<file path="config.mk">
export PLATFORM = sky130hd
export DESIGN_NAME = strand_frame_loader
export DESIGN_NICKNAME = d
export VERILOG_FILES = /design/src/rtl/strand_frame_loader.sv
export SDC_FILE = /design/constraint.sdc
export NUM_CORES = 1
export LEC_CHECK = 0
export ABC_CLOCK_PERIOD_IN_PS = 2920
export CAP_MARGIN = 20
export CORE_ASPECT_RATIO = 0.7
export CORE_UTILIZATION = 30
export DETAILED_ROUTE_END_ITERATION = 6
export DONT_BUFFER_PORTS = 1
export GPL_TIMING_DRIVEN = 0
export SLEW_MARGIN = 20
export SYNTH_ARGS = -nofsm -noshare
export SYNTH_HDL_FRONTEND = slang
export SYNTH_SLANG_ARGS = --single-unit
</file>
<file path="constraint.sdc">
create_clock -name clk -period 2.92 [get_ports clk]
set_input_delay 0.73 -clock clk [delete_from_list [all_inputs] [get_ports clk]]
set_output_delay 0.73 -clock clk [all_outputs]
set_load 0.01 [all_outputs]
</file>
<file path="src/rtl/strand_frame_loader.sv">
// Byte-stream front end for the WS2801/WS2811 strand driver: packs bytes into 24-bit pixels, fills the pixel RAM, launches frames.
// Optional macro HYDRA_DOUBLE_BUFFER_EN ping-pongs two RAM banks so a new frame can load while the previous one transmits.
`timescale 1ns/1ps
module strand_frame_loader #(
    parameter int MEM_DATA_WIDTH     = 24,
    parameter int STRAND_PARAM_WIDTH = 16
) (
    input  logic                          clk,
    input  logic                          rst_n,
    input  logic [STRAND_PARAM_WIDTH-1:0] strand_length,
    input  logic [7:0]                    in_data,
    input  logic                          in_valid,
    input  logic                          in_sof,
    output logic                          in_ready,
    output logic                          mem_wr_en,
    output logic [STRAND_PARAM_WIDTH-1:0] mem_wr_addr,
    output logic [MEM_DATA_WIDTH-1:0]     mem_wr_data,
    output logic                          mem_wr_bank,
    output logic                          rd_bank,
    input  logic                          driver_busy,
    output logic                          start_frame,
    output logic                          err_short,
    output logic                          err_long
);

    typedef enum logic [2:0] {
        S_IDLE   = 3'd0,
        S_FILL   = 3'd1,
        S_READY  = 3'd2,
        S_LAUNCH = 3'd3,
        S_DRAIN  = 3'd4
    } state_t;

    state_t                        state_reg, state_next;
    logic [STRAND_PARAM_WIDTH-1:0] len_reg, len_next;
    logic [STRAND_PARAM_WIDTH-1:0] idx_reg, idx_next;
    logic [1:0]                    phase_reg, phase_next;
    logic [7:0]                    byte0_reg, byte0_next;
    logic [7:0]                    byte1_reg, byte1_next;
    logic                          in_ready_reg, in_ready_next;
    logic                          wr_en_reg, wr_en_next;
    logic [STRAND_PARAM_WIDTH-1:0] wr_addr_reg, wr_addr_next;
    logic [MEM_DATA_WIDTH-1:0]     wr_data_reg, wr_data_next;
    logic                          start_reg, start_next;
    logic                          err_short_reg, err_short_next;
    logic                          err_long_reg, err_long_next;

    logic accept;
    logic launch;
    logic last_pixel;

    assign accept     = in_valid & in_ready_reg;
    assign launch     = (state_reg == S_READY) & ~driver_busy;
    assign last_pixel = (idx_reg == len_reg - STRAND_PARAM_WIDTH'(1));

    always_ff @(posedge clk or negedge rst_n) begin
        if (!rst_n) begin
            state_reg     <= S_IDLE;
            len_reg       <= '0;
            idx_reg       <= '0;
            phase_reg     <= '0;
            byte0_reg     <= '0;
            byte1_reg     <= '0;
            in_ready_reg  <= 1'b0;
            wr_en_reg     <= 1'b0;
            wr_addr_reg   <= '0;
            wr_data_reg   <= '0;
            start_reg     <= 1'b0;
            err_short_reg <= 1'b0;
            err_long_reg  <= 1'b0;
        end else begin
            state_reg     <= state_next;
            len_reg       <= len_next;
            idx_reg       <= idx_next;
            phase_reg     <= phase_next;
            byte0_reg     <= byte0_next;
            byte1_reg     <= byte1_next;
            in_ready_reg  <= in_ready_next;
            wr_en_reg     <= wr_en_next;
            wr_addr_reg   <= wr_addr_next;
            wr_data_reg   <= wr_data_next;
            start_reg     <= start_next;
            err_short_reg <= err_short_next;
            err_long_reg  <= err_long_next;
        end
    end

    always_comb begin
        state_next     = state_reg;
        len_next       = len_reg;
        idx_next       = idx_reg;
        phase_next     = phase_reg;
        byte0_next     = byte0_reg;
        byte1_next     = byte1_reg;
        wr_en_next     = 1'b0;
        wr_addr_next   = wr_addr_reg;
        wr_data_next   = wr_data_reg;
        start_next     = 1'b0;
        err_short_next = 1'b0;
        err_long_next  = 1'b0;

        case (state_reg)
            S_IDLE: begin
                if (accept) begin
                    if (!in_sof) begin
                        err_long_next = 1'b1;
                    end else if (strand_length != '0) begin
                        len_next   = strand_length;
                        idx_next   = '0;
                        phase_next = 2'd1;
                        byte0_next = in_data;
                        state_next = S_FILL;
                    end
                end
            end
            S_FILL: begin
                if (accept) begin
                    if (in_sof) begin
                        // A SOF always wins over the frame in progress, even on its final byte.
                        err_short_next = 1'b1;
                        if (strand_length != '0) begin
                            len_next   = strand_length;
                            idx_next   = '0;
                            phase_next = 2'd1;
                            byte0_next = in_data;
                        end else begin
                            state_next = S_IDLE;
                        end
                    end else begin
                        case (phase_reg)
                            2'd0: begin
                                byte0_next = in_data;
                                phase_next = 2'd1;
                            end
                            2'd1: begin
                                byte1_next = in_data;
                                phase_next = 2'd2;
                            end
                            default: begin
                                wr_en_next   = 1'b1;
                                wr_addr_next = idx_reg;
                                wr_data_next = MEM_DATA_WIDTH'({in_data, byte1_reg, byte0_reg});
                                phase_next   = 2'd0;
                                if (last_pixel) begin
                                    state_next = S_READY;
                                end else begin
                                    idx_next = idx_reg + STRAND_PARAM_WIDTH'(1);
                                end
                            end
                        endcase
                    end
                end
            end
            S_READY: begin
                if (launch) begin
                    start_next = 1'b1;
                    state_next = S_LAUNCH;
                end
            end
            S_LAUNCH: begin
                // The driver acknowledges start_frame by raising busy a cycle later.
                if (driver_busy) begin
`ifdef HYDRA_DOUBLE_BUFFER_EN
                    state_next = S_IDLE;
`else
                    state_next = S_DRAIN;
`endif
                end
            end
            S_DRAIN: begin
                if (!driver_busy) begin
                    state_next = S_IDLE;
                end
            end
            default: begin
                state_next = S_IDLE;
            end
        endcase

        in_ready_next = (state_next == S_IDLE) || (state_next == S_FILL);
    end

`ifdef HYDRA_DOUBLE_BUFFER_EN
    logic wr_bank_reg, wr_bank_next;
    logic rd_bank_reg, rd_bank_next;

    always_ff @(posedge clk or negedge rst_n) begin
        if (!rst_n) begin
            wr_bank_reg <= 1'b0;
            rd_bank_reg <= 1'b0;
        end else begin
            wr_bank_reg <= wr_bank_next;
            rd_bank_reg <= rd_bank_next;
        end
    end

    // Hand the freshly written bank to the driver and start filling the other one.
    always_comb begin
        wr_bank_next = wr_bank_reg;
        rd_bank_next = rd_bank_reg;
        if (launch) begin
            rd_bank_next = wr_bank_reg;
            wr_bank_next = ~wr_bank_reg;
        end
    end

    assign mem_wr_bank = wr_bank_reg;
    assign rd_bank     = rd_bank_reg;
`else
    assign mem_wr_bank = 1'b0;
    assign rd_bank     = 1'b0;
`endif

    assign in_ready    = in_ready_reg;
    assign mem_wr_en   = wr_en_reg;
    assign mem_wr_addr = wr_addr_reg;
    assign mem_wr_data = wr_data_reg;
    assign start_frame = start_reg;
    assign err_short   = err_short_reg;
    assign err_long    = err_long_reg;

endmodule

</file>
==> impl_results.md, run 1 <==
- Sequential fraction of the synthesis area: 51.6%
- Placer Congestion: 0.797
- Top-area cell type share of the netlist area: 51.6%
- Sink Count: 98
- Row cnt: 38
- Final worst path period need: 2960 ps
- HPWL after DPL: 8840 um
- R2R depth: 10
- Synth cell types: 56
- Power Dens Cells: 643 nW/um^2
- Worst Tran Pin Value: 970 ps
- Final Cycle Share: 101%
- Residual DRC: 4
- Crit path max-delay cell type: or4_4
- Final Core Density: 36.0%
- Failing checks: design-rule violations, negative setup slack
- TritonRoute pass-1 iters: 7
- Die height: 107 um
- Number of DRC markers in iteration 0: 291
- Nets@finish: 575
- Most frequent cells in the layout: nand2_1, dfrtp_1, clkbuf_1, mux2_2
- Clock skew: 11.3 ps
- Worst setup margin: -35.8 ps
- RSZ-0062 raised after global routing: true
- Worst Path Required: 3110 ps
- Vias per cell: 5.04
- Largest register FFs: 24
- EDFF count, synth: 0
- Max Cap Violations: 0
- Commonest non-fill, non-tap cell in the layout: nand2_1
- # port buffers: 0
- H-tree levels: 3
- Clock Latency Late Sink: 360 ps
- Pleak: 2.54 nW
- Critical Path Start: len_reg[2]
- Async set-reset flop share out of synthesis: 100%
- Synthesis-to-finish area growth: 17.4%
- Pre-CTS worst setup slack: -271 ps
- Vias in the first global route: 3691
- Post-DRT Antenna Nets: 0
- Area contributors post-synth: dfrtp_1, nand2_1, mux2_2
- FF+latch count, synth: 98
- Largest stage delay on the critical path: 570 ps
- VDD IR-drop max: 302 uV
- CTS tree: yes
- Post-synthesis instance area: 4760 um^2
- Chip Width: 153 um
- Worst path cell trace: buf_6 -> or4_4 -> or4_4 -> a21oi_4 -> o22ai_2 -> a2111oi_4 -> buf_4 -> buf_6 -> a311o_1 -> o221ai_1
- CTS clk-pin slew, worst paths: 80 ps
- Crit. End Element: flip-flop
- WL/cell: 16.5 um
- Worst EP arrival: 3150 ps
- R2r setup slk: -40 ps
- Mapped Cells: 517
- Antenna diodes: 0
- Yosys top cell by area: dfrtp_1
- Share of cells above drive strength 1: 15.8%
- Ports: 76
- Outcome: complete, but fails checks
- Worst rel slew slack: 35.4%
- Max Slew Vio Count: 0
- Largest net degree at the start of global routing: 99
- Critical path fanouts, max: 6
- Gr ovfl total: 0
- Startpoint Class: flip-flop
- Setup CP Type: reg2reg
- Die area: 16400 um^2
- First-pass GRT wire length: 19800 um
- Initial antenna violation count: 0
- Max clock buf depth: 2
- GRT Total Usage: 15.7%
- Fillers: 1601
- Core Area: 15500 um^2
- Setup-failing EPs final: 1
- Syn_area_per_cell: 9.20 um^2
- Total CTS buffers: 9
- Number of warnings issued by yosys: 0
- Clock Tree Root: clkbuf_16
- Reg2reg end: state_reg[0]
- Vias post-DR: 3777
- Worst Hold Class: in2async
- WL final: 12400 um
- Reg2reg start: len_reg[2]
- Top_reg_cell synth: dfrtp_1
- Final Hold Fails: 0
- FMAX: 338 MHz
- Initial Util: 30.7%
[per-layer routing]
| metal | vias to the layer above | share of wire, % | GRT usage (%) | wire length, um |
|---|---|---|---|---|
| met1 | 1867 | 49 | 21.8 | 6030 |
| met4 | 0 | 0.48 | 2.89 | 59 |
| met3 | 7 | 7.6 | 6.48 | 941 |
| met2 | 102 | 43 | 22.8 | 5320 |
| met5 | - | 0 | 0 | 0 |
| li1 | 1801 | - | - | - |
[where the power goes]
group | total, mW | leakage [nW] | switching (mW) | internal [mW]
registers | 1.82 | 1.26 | 0.241 | 1.58
logic | 0.501 | 1.13 | 0.265 | 0.236
clock network | 1.27 | 0.154 | 0.564 | 0.706
total | 3.59 | 2.54 | 1.07 | 2.52
[through the flow]
stage / total power [mW] / hold slack [ps] / cells / setup TNS (ps) / instance area [um^2]
detailed placement: 2.28 / 437 / 718 / -3450 / 5010
global placement: 2.26 / 438 / 718 / -3470 / 5010
floorplan: 2.15 / 434 / 518 / 0 / 4760
global route: 3.78 / 54.7 / 749 / -806 / 5580
finish: 3.59 / 74.8 / 749 / -35.8 / 5580
CTS: 3.62 / 50.9 / 740 / 0 / 5460
[what timing repair did]
item / CTS / global route
gates cloned: 1 / 1
pin swaps: 4 / 9
gates resized for setup: 13 / 23
endpoints found under the setup margin: 19 / 17
setup buffers: 6 / 9
hold buffers: 0 / 0
[synth_stat cells (all sizes together) (3+ instances only)]
master,instances
nor4,10
nand2,183
nand3,16
nor2b,4
a211oi,3
mux2i,7
a21oi,9
a31o,5
mux2,17
xor2,9
or3,4
nor3b,4
buf,12
xnor2,11
nor2,14
o21ai,15
inv,8
nand4,4
clkbuf,20
o311ai,4
and3,6
dfrtp,98
or4,4
nand2b,6
nor3,11
[worst max path at each step]
stage               slack, ps  cells after the start      endpoint
finish                    -40                     10  state_reg[0]
global route              -90                     10  state_reg[0]
CTS                         8                     10  state_reg[0]
detailed placement       -270                     10  state_reg[0]
global placement         -280                     10  state_reg[0]
floorplan                 150                     10  state_reg[0]
[cells by family after synthesis]
kind of cell	share of synthesized area [%]
and+or+nand+nor	26.2
other	0.0788
DFF	51.6
AOI/OAI and AO/OA	8.60
adders and majority gates	0.526
buffers and inverters	3.89
xor gates and xnor gates	3.68
muxes	5.50
[area by class of cell]
class                           instances  area [um^2]  share of cell area (%)
Tap cell                              200          250                    4.48
Inverter                                8         30.0                   0.538
Timing Repair Buffer                   17          135                    2.42
Sequential cell                        98         2450                    44.0
Multi-Input combinational cell        380         2240                    40.2
Clock inverter                          6         77.6                    1.39
Buffer                                 30          154                    2.76
Clock buffer                           10          239                    4.28
[worst max-delay path: cells and delay by family (launching register included)]
family	cells	cell delay, ps
flops	1	380
simple gates	2	1090
buf+inv	3	450
compound gates	5	860
Note: power is estimated with default switching activity, not from simulation.
==> run 2, diff against run 1 <==
--- a/config.mk
+++ b/config.mk
@@ -12,6 +12,7 @@
 export DETAILED_ROUTE_END_ITERATION = 6
 export DONT_BUFFER_PORTS = 1
 export GPL_TIMING_DRIVEN = 0
+export PLACE_DENSITY = 0.51
 export SLEW_MARGIN = 20
 export SYNTH_ARGS = -nofsm -noshare
 export SYNTH_HDL_FRONTEND = slang
==> run 2 against run 1 <==
  * The run ends with design-rule violations left
  * Clock power barely moved
  * Largest cell class unchanged
  * Wire length down 1.0%
  * Via count down 2.3%
==> impl_results.md, run 2 (synthesis gave the netlist of run 1 again) <==
- Most frequent cells in the layout: nand2_1, dfrtp_1, clkbuf_1, mux2_2, buf_4
- Largest register FFs: 24
- FF/Latch Area: 2450 um^2
- Sink Count: 98
- Cell mode on critical path: buf_6
- Switching Fraction: 30.0%
- Clock skew: 11.3 ps
- Residual DRC: 1
- Clock Latency Late Sink: 360 ps
- Failing checks: design-rule violations
- Power Dens Cells: 652 nW/um^2
- Max Slew Vio Count: 0
- Number of DRC markers in iteration 0: 325
- CTS clk-pin slew, worst paths: 80 ps
- Setup CP Type: reg2reg
- Nets@finish: 574
- Die height: 107 um
- Post-DRT Antenna Nets: 0
- Vias per cell: 4.94
- Setup-failing EPs final: 0
- Worst path cell trace: or4_4 -> buf_6 -> or4_4 -> a21oi_2 -> o22ai_2 -> a2111oi_4 -> buf_6 -> buf_6 -> nor4b_2 -> mux2i_1
- Fillers: 1587
- Critical path fanouts, max: 6
- Critical path's top delay family: simple AND/OR/NAND/NOR gates
- Die area: 16400 um^2
- Total CTS buffers: 9
- Vias in the first global route: 3594
- Hold_buf cts: 0
- Initial antenna violation count: 0
- Worst Path Required: 3150 ps
- Crit path max-delay cell type: or4_4
- Core Area: 15500 um^2
- Final worst path period need: 2870 ps
- Gr ovfl total: 0
- Crit. End Element: flip-flop
- WL final: 12200 um
- Net Sw Power: 1.08 mW
- Worst rel slew slack: 36.9%
- Sequential power share: 50.5%
- Final Hold Fails: 0
- WL/cell: 16.4 um
- TritonRoute pass-1 iters: 7
- Worst EP arrival: 3090 ps
- Synthesis-to-finish area growth: 16.5%
- Max clock buf depth: 2
- Vias post-DR: 3692
- Metal-1 WL: 5980 um
- Metal3 WL: 741 um
- FMAX: 349 MHz
- Outcome: complete, but fails checks
- Multi-input logic area: 2200 um^2
- CTS tree: yes
- Startpoint Class: flip-flop
- Pint: 2.53 mW
- Clock power frac: 35.5%
- VDD IR-drop max: 293 uV
- Worst Tran Pin Value: 947 ps
- Share of cells above drive strength 1: 14.8%
- Antenna diodes: 0
- Worst Hold Class: in2async
- Pre-CTS worst setup slack: -264 ps
- Final Cycle Share: 98.2%
- Final Power: 3.61 mW
- H-tree levels: 3
- Row cnt: 38
- Worst setup margin: 52.5 ps
- Top routing layer in use: met4
- Largest net degree at the start of global routing: 99
- Met2 wire length: 5350 um
- # port buffers: 0
- Chip Width: 153 um
- Clock Tree Root: clkbuf_16
- Placer Congestion: 0.821
- Initial Util: 30.7%
- Largest stage delay on the critical path: 550 ps
- HPWL after DPL: 8600 um
- Logic pwr share: 13.9%
- RSZ-0062 raised after global routing: true
- Max Cap Violations: 0
- First-pass GRT wire length: 19400 um
- Ports: 76
- Buf+Inv Stages, Crit Path: 3
- Commonest non-fill, non-tap cell in the layout: nand2_1
- Pleak: 2.52 nW
- GRT Total Usage: 15.5%
==> run 2: final cells by class <==
class / count / share of cell area [%]
plain buffers: 29 / 2.57
inverters: 8 / 0.542
clock inverters: 6 / 1.44
well taps: 200 / 4.51
clock buffers: 10 / 4.31
multi-input cells: 380 / 39.7
repair buffers: 17 / 2.66
flip-flops and latches: 98 / 44.3
==> run 2: worst paths after layout <==
kind | start | end | slack (ps) | cells after the start
max in group asynchronous | rst_n | len_reg[3] | 2710 | 0
worst max register to register | len_reg[0] | idx_reg[10] | 50 | 10
min in group clk | in_sof | err_long | 440 | 1
worst max-delay path | len_reg[0] | idx_reg[10] | 50 | 10
worst min register to register | byte1_reg[5] | mem_wr_data[13] | 460 | 2
worst min-delay path | rst_n | idx_reg[7] | 60 | 0
==> run 2: metrics by stage <==
step,cells,hold slack (ps),util (%),TNS [ps],instance area (um^2)
after global placement,718,438,32.3,-1770,5010
final,748,60.5,35.8,0,5540
after floorplan,518,434,-,0,4760
after CTS,735,46.7,34.6,0,5370
after detailed placement,718,437,32.3,-3510,5010
after global routing,748,40.8,35.8,-145,5540
==> run 2: power groups by stage <==
stage | Combinational [mW] | Sequential (mW) | Clock [mW]
detailed placement | 0.448 | 1.84 | 0
floorplan | 0.363 | 1.78 | 0
CTS | 0.458 | 1.82 | 1.31
global route | 0.570 | 1.86 | 1.37
global placement | 0.430 | 1.84 | 0
finish | 0.503 | 1.83 | 1.28
==> run 2: repair_timing <==
action | 4_1_cts | 5_1_grt
pin swaps | 2 | 7
gates resized for setup | 4 | 22
endpoints found under the setup margin | 19 | 18
buffers inserted | 2 | 15
==> run 2: layer usage <==
metal	vias to the layer above	track usage, %
met2	59	22.1
li1	1792	-
met1	1831	21.5
met4	0	4.55
met5	-	0
met3	10	5.92
==> run 3, diff against run 2 <==
--- a/config.mk
+++ b/config.mk
@@ -5,14 +5,14 @@
 export SDC_FILE = /design/constraint.sdc
 export NUM_CORES = 1
 export LEC_CHECK = 0
-export ABC_CLOCK_PERIOD_IN_PS = 2920
+export ABC_CLOCK_PERIOD_IN_PS = 3650
 export CAP_MARGIN = 20
 export CORE_ASPECT_RATIO = 0.7
 export CORE_UTILIZATION = 30
 export DETAILED_ROUTE_END_ITERATION = 6
 export DONT_BUFFER_PORTS = 1
 export GPL_TIMING_DRIVEN = 0
-export PLACE_DENSITY = 0.51
+export PLACE_DENSITY = 0.5
 export SLEW_MARGIN = 20
 export SYNTH_ARGS = -nofsm -noshare
 export SYNTH_HDL_FRONTEND = slang
==> constraint.sdc (replaced) <==
create_clock -name clk -period 3.65 [get_ports clk]
set_input_delay 0.9125 -clock clk [delete_from_list [all_inputs] [get_ports clk]]
set_output_delay 0.9125 -clock clk [all_outputs]
set_load 0.01 [all_outputs]
==> run 3 against run 2 <==
  * The run still ends with design-rule violations left
  * Non-clock buffer count decreased by 14
  * Sequential share of layout area increased by 1.8 points
  * Global-route usage decreased by 0.38 points
  * Largest cell class unchanged
==> impl_results.md, run 3 (synthesis gave the netlist of run 1 again) <==
- CTS tree: yes
- Commonest non-fill, non-tap cell in the layout: nand2_1
- Setup-failing EPs final: 0
- Worst path cell trace: inv_1 -> ha_1 -> nor3b_2 -> nand3_1 -> xor2_1 -> a211o_1 -> a2111oi_4 -> buf_6 -> a311o_1 -> o221ai_1
- # port buffers: 0
- Worst Hold Class: in2async
- Dpl cell area: 5010 um^2
- Fillers: 1603
- Sink Count: 98
- Crit path max-delay cell type: nor3b_2
- Worst rel slew slack: 39.0%
- WL final: 11900 um
- First-pass GRT wire length: 19200 um
- Failing checks: design-rule violations
- Largest register FFs: 24
- Gr ovfl total: 0
- Outcome: complete, but fails checks
- Ports: 76
- Number of DRC markers in iteration 0: 289
- HPWL after DPL: 8480 um
- Vias in the first global route: 3599
- Worst Tran Pin Value: 915 ps
- Power Dens Cells: 530 nW/um^2
- Antenna diodes: 0
- Worst hold slack: 254 ps
- Clock Tree Root: clkbuf_16
- Max Slew Vio Count: 0
- Residual DRC: 6
- Largest net degree at the start of global routing: 99
- Placer Congestion: 0.829
- Die area: 16400 um^2
- Core Area: 15500 um^2
- Crit. End Element: flip-flop
- Max Cap Violations: 0
- Final Cycle Share: 89.1%
- Setup Total Neg Slack: 0 ps
- Share of cells above drive strength 1: 9.74%
- Nets@finish: 560
- Clock skew: 10.3 ps
- H-tree levels: 3
- Final Power: 2.82 mW
- CTS clk-pin slew, worst paths: 80 ps
- Final worst path period need: 3250 ps
- Largest stage delay on the critical path: 650 ps
- Max clock buf depth: 2
- WL/cell: 16.2 um
- Most frequent cells in the layout: nand2_1, dfrtp_1, clkbuf_1, mux2_2, nand3_1
- VDD IR-drop max: 289 uV
- Worst EP arrival: 3450 ps
- Chip Width: 153 um
- TritonRoute pass-1 iters: 7
- Critical Path Start: len_reg[0]
- Final Hold Fails: 0
- Worst Path Required: 3840 ps
- Post-DRT Antenna Nets: 0
- FMAX: 307 MHz
- Initial Util: 30.7%
- Clock Latency Late Sink: 350 ps
- Total CTS buffers: 9
- Initial antenna violation count: 0
- Synthesis-to-finish area growth: 12.0%
- GRT Total Usage: 15.1%
- Hold_buf cts: 0
- RSZ-0062 raised after global routing: false
- Vias post-DR: 3654
- Pleak: 2.43 nW
- Setup CP Type: reg2reg
- Setup bufs post-CTS: 0
- Row cnt: 38
- Reg2reg start: len_reg[0]
- Vias per cell: 4.98
- Critical path fanouts, max: 10
- Startpoint Class: flip-flop
- # resized after CTS: 0
- Pre-CTS worst setup slack: 470 ps
- Die height: 107 um
- Final Instance Area: 5330 um^2
- Worst setup margin: 397 ps
## run 3: final cells by class
cell class / count / area, um^2 / share of cell area, %
Inverter: 8 / 30.0 / 0.564
Clock buffer: 9 / 225 / 4.23
Buffer: 32 / 155 / 2.91
Tap cell: 200 / 250 / 4.70
Clock inverter: 7 / 91.3 / 1.71
Multi-Input combinational cell: 380 / 2120 / 39.9
Sequential cell: 98 / 2450 / 46.0
## run 3: worst paths after layout
path                                    to  slack, ps  cells after the start
min in group clk           mem_wr_data[15]        470                      2
max in group asynchronous      len_reg[14]       3240                      0
setup / recovery              state_reg[0]        400                     10
hold / removal                  idx_reg[9]        250                      0
setup reg to reg              state_reg[0]        400                     10
hold reg to reg            mem_wr_data[15]        470                      2
## run 3: per-stage QoR
stage / cells / util (%)
5_1_grt: 734 / 34.4
6_report: 734 / 34.4
4_1_cts: 734 / 34.4
3_5_place_dp: 718 / 32.3
2_1_floorplan: 518 / -
3_3_place_gp: 718 / 32.3
## run 3: critical path: cells and delay by family, from the launching register on
kind	cells	cell delay, ps
adder cells (fa/ha/maj)	1	260
XOR/XNOR	1	200
AND/OR/NAND/NOR	2	860
AO/OA/AOI/OAI	4	1030
flip-flops	1	430
buffers and inverters	2	300
## run 3: where the power goes
group / switching (mW) / internal, mW / total (mW)
clock network: 0.468 / 0.554 / 1.02
registers: 0.185 / 1.26 / 1.45
logic: 0.196 / 0.157 / 0.353
total: 0.849 / 1.97 / 2.82
## run 3: layer usage
layer  wire [um]  part of all wire, %  vias up  track usage (%)
li1            -                    -     1772                -
met1        5870                   49     1799             20.4
met2        5160                   43       71             23.0
met3         761                  6.4       12             4.59
met4         134                  1.1        0             5.05
met5           0                    0        -                0
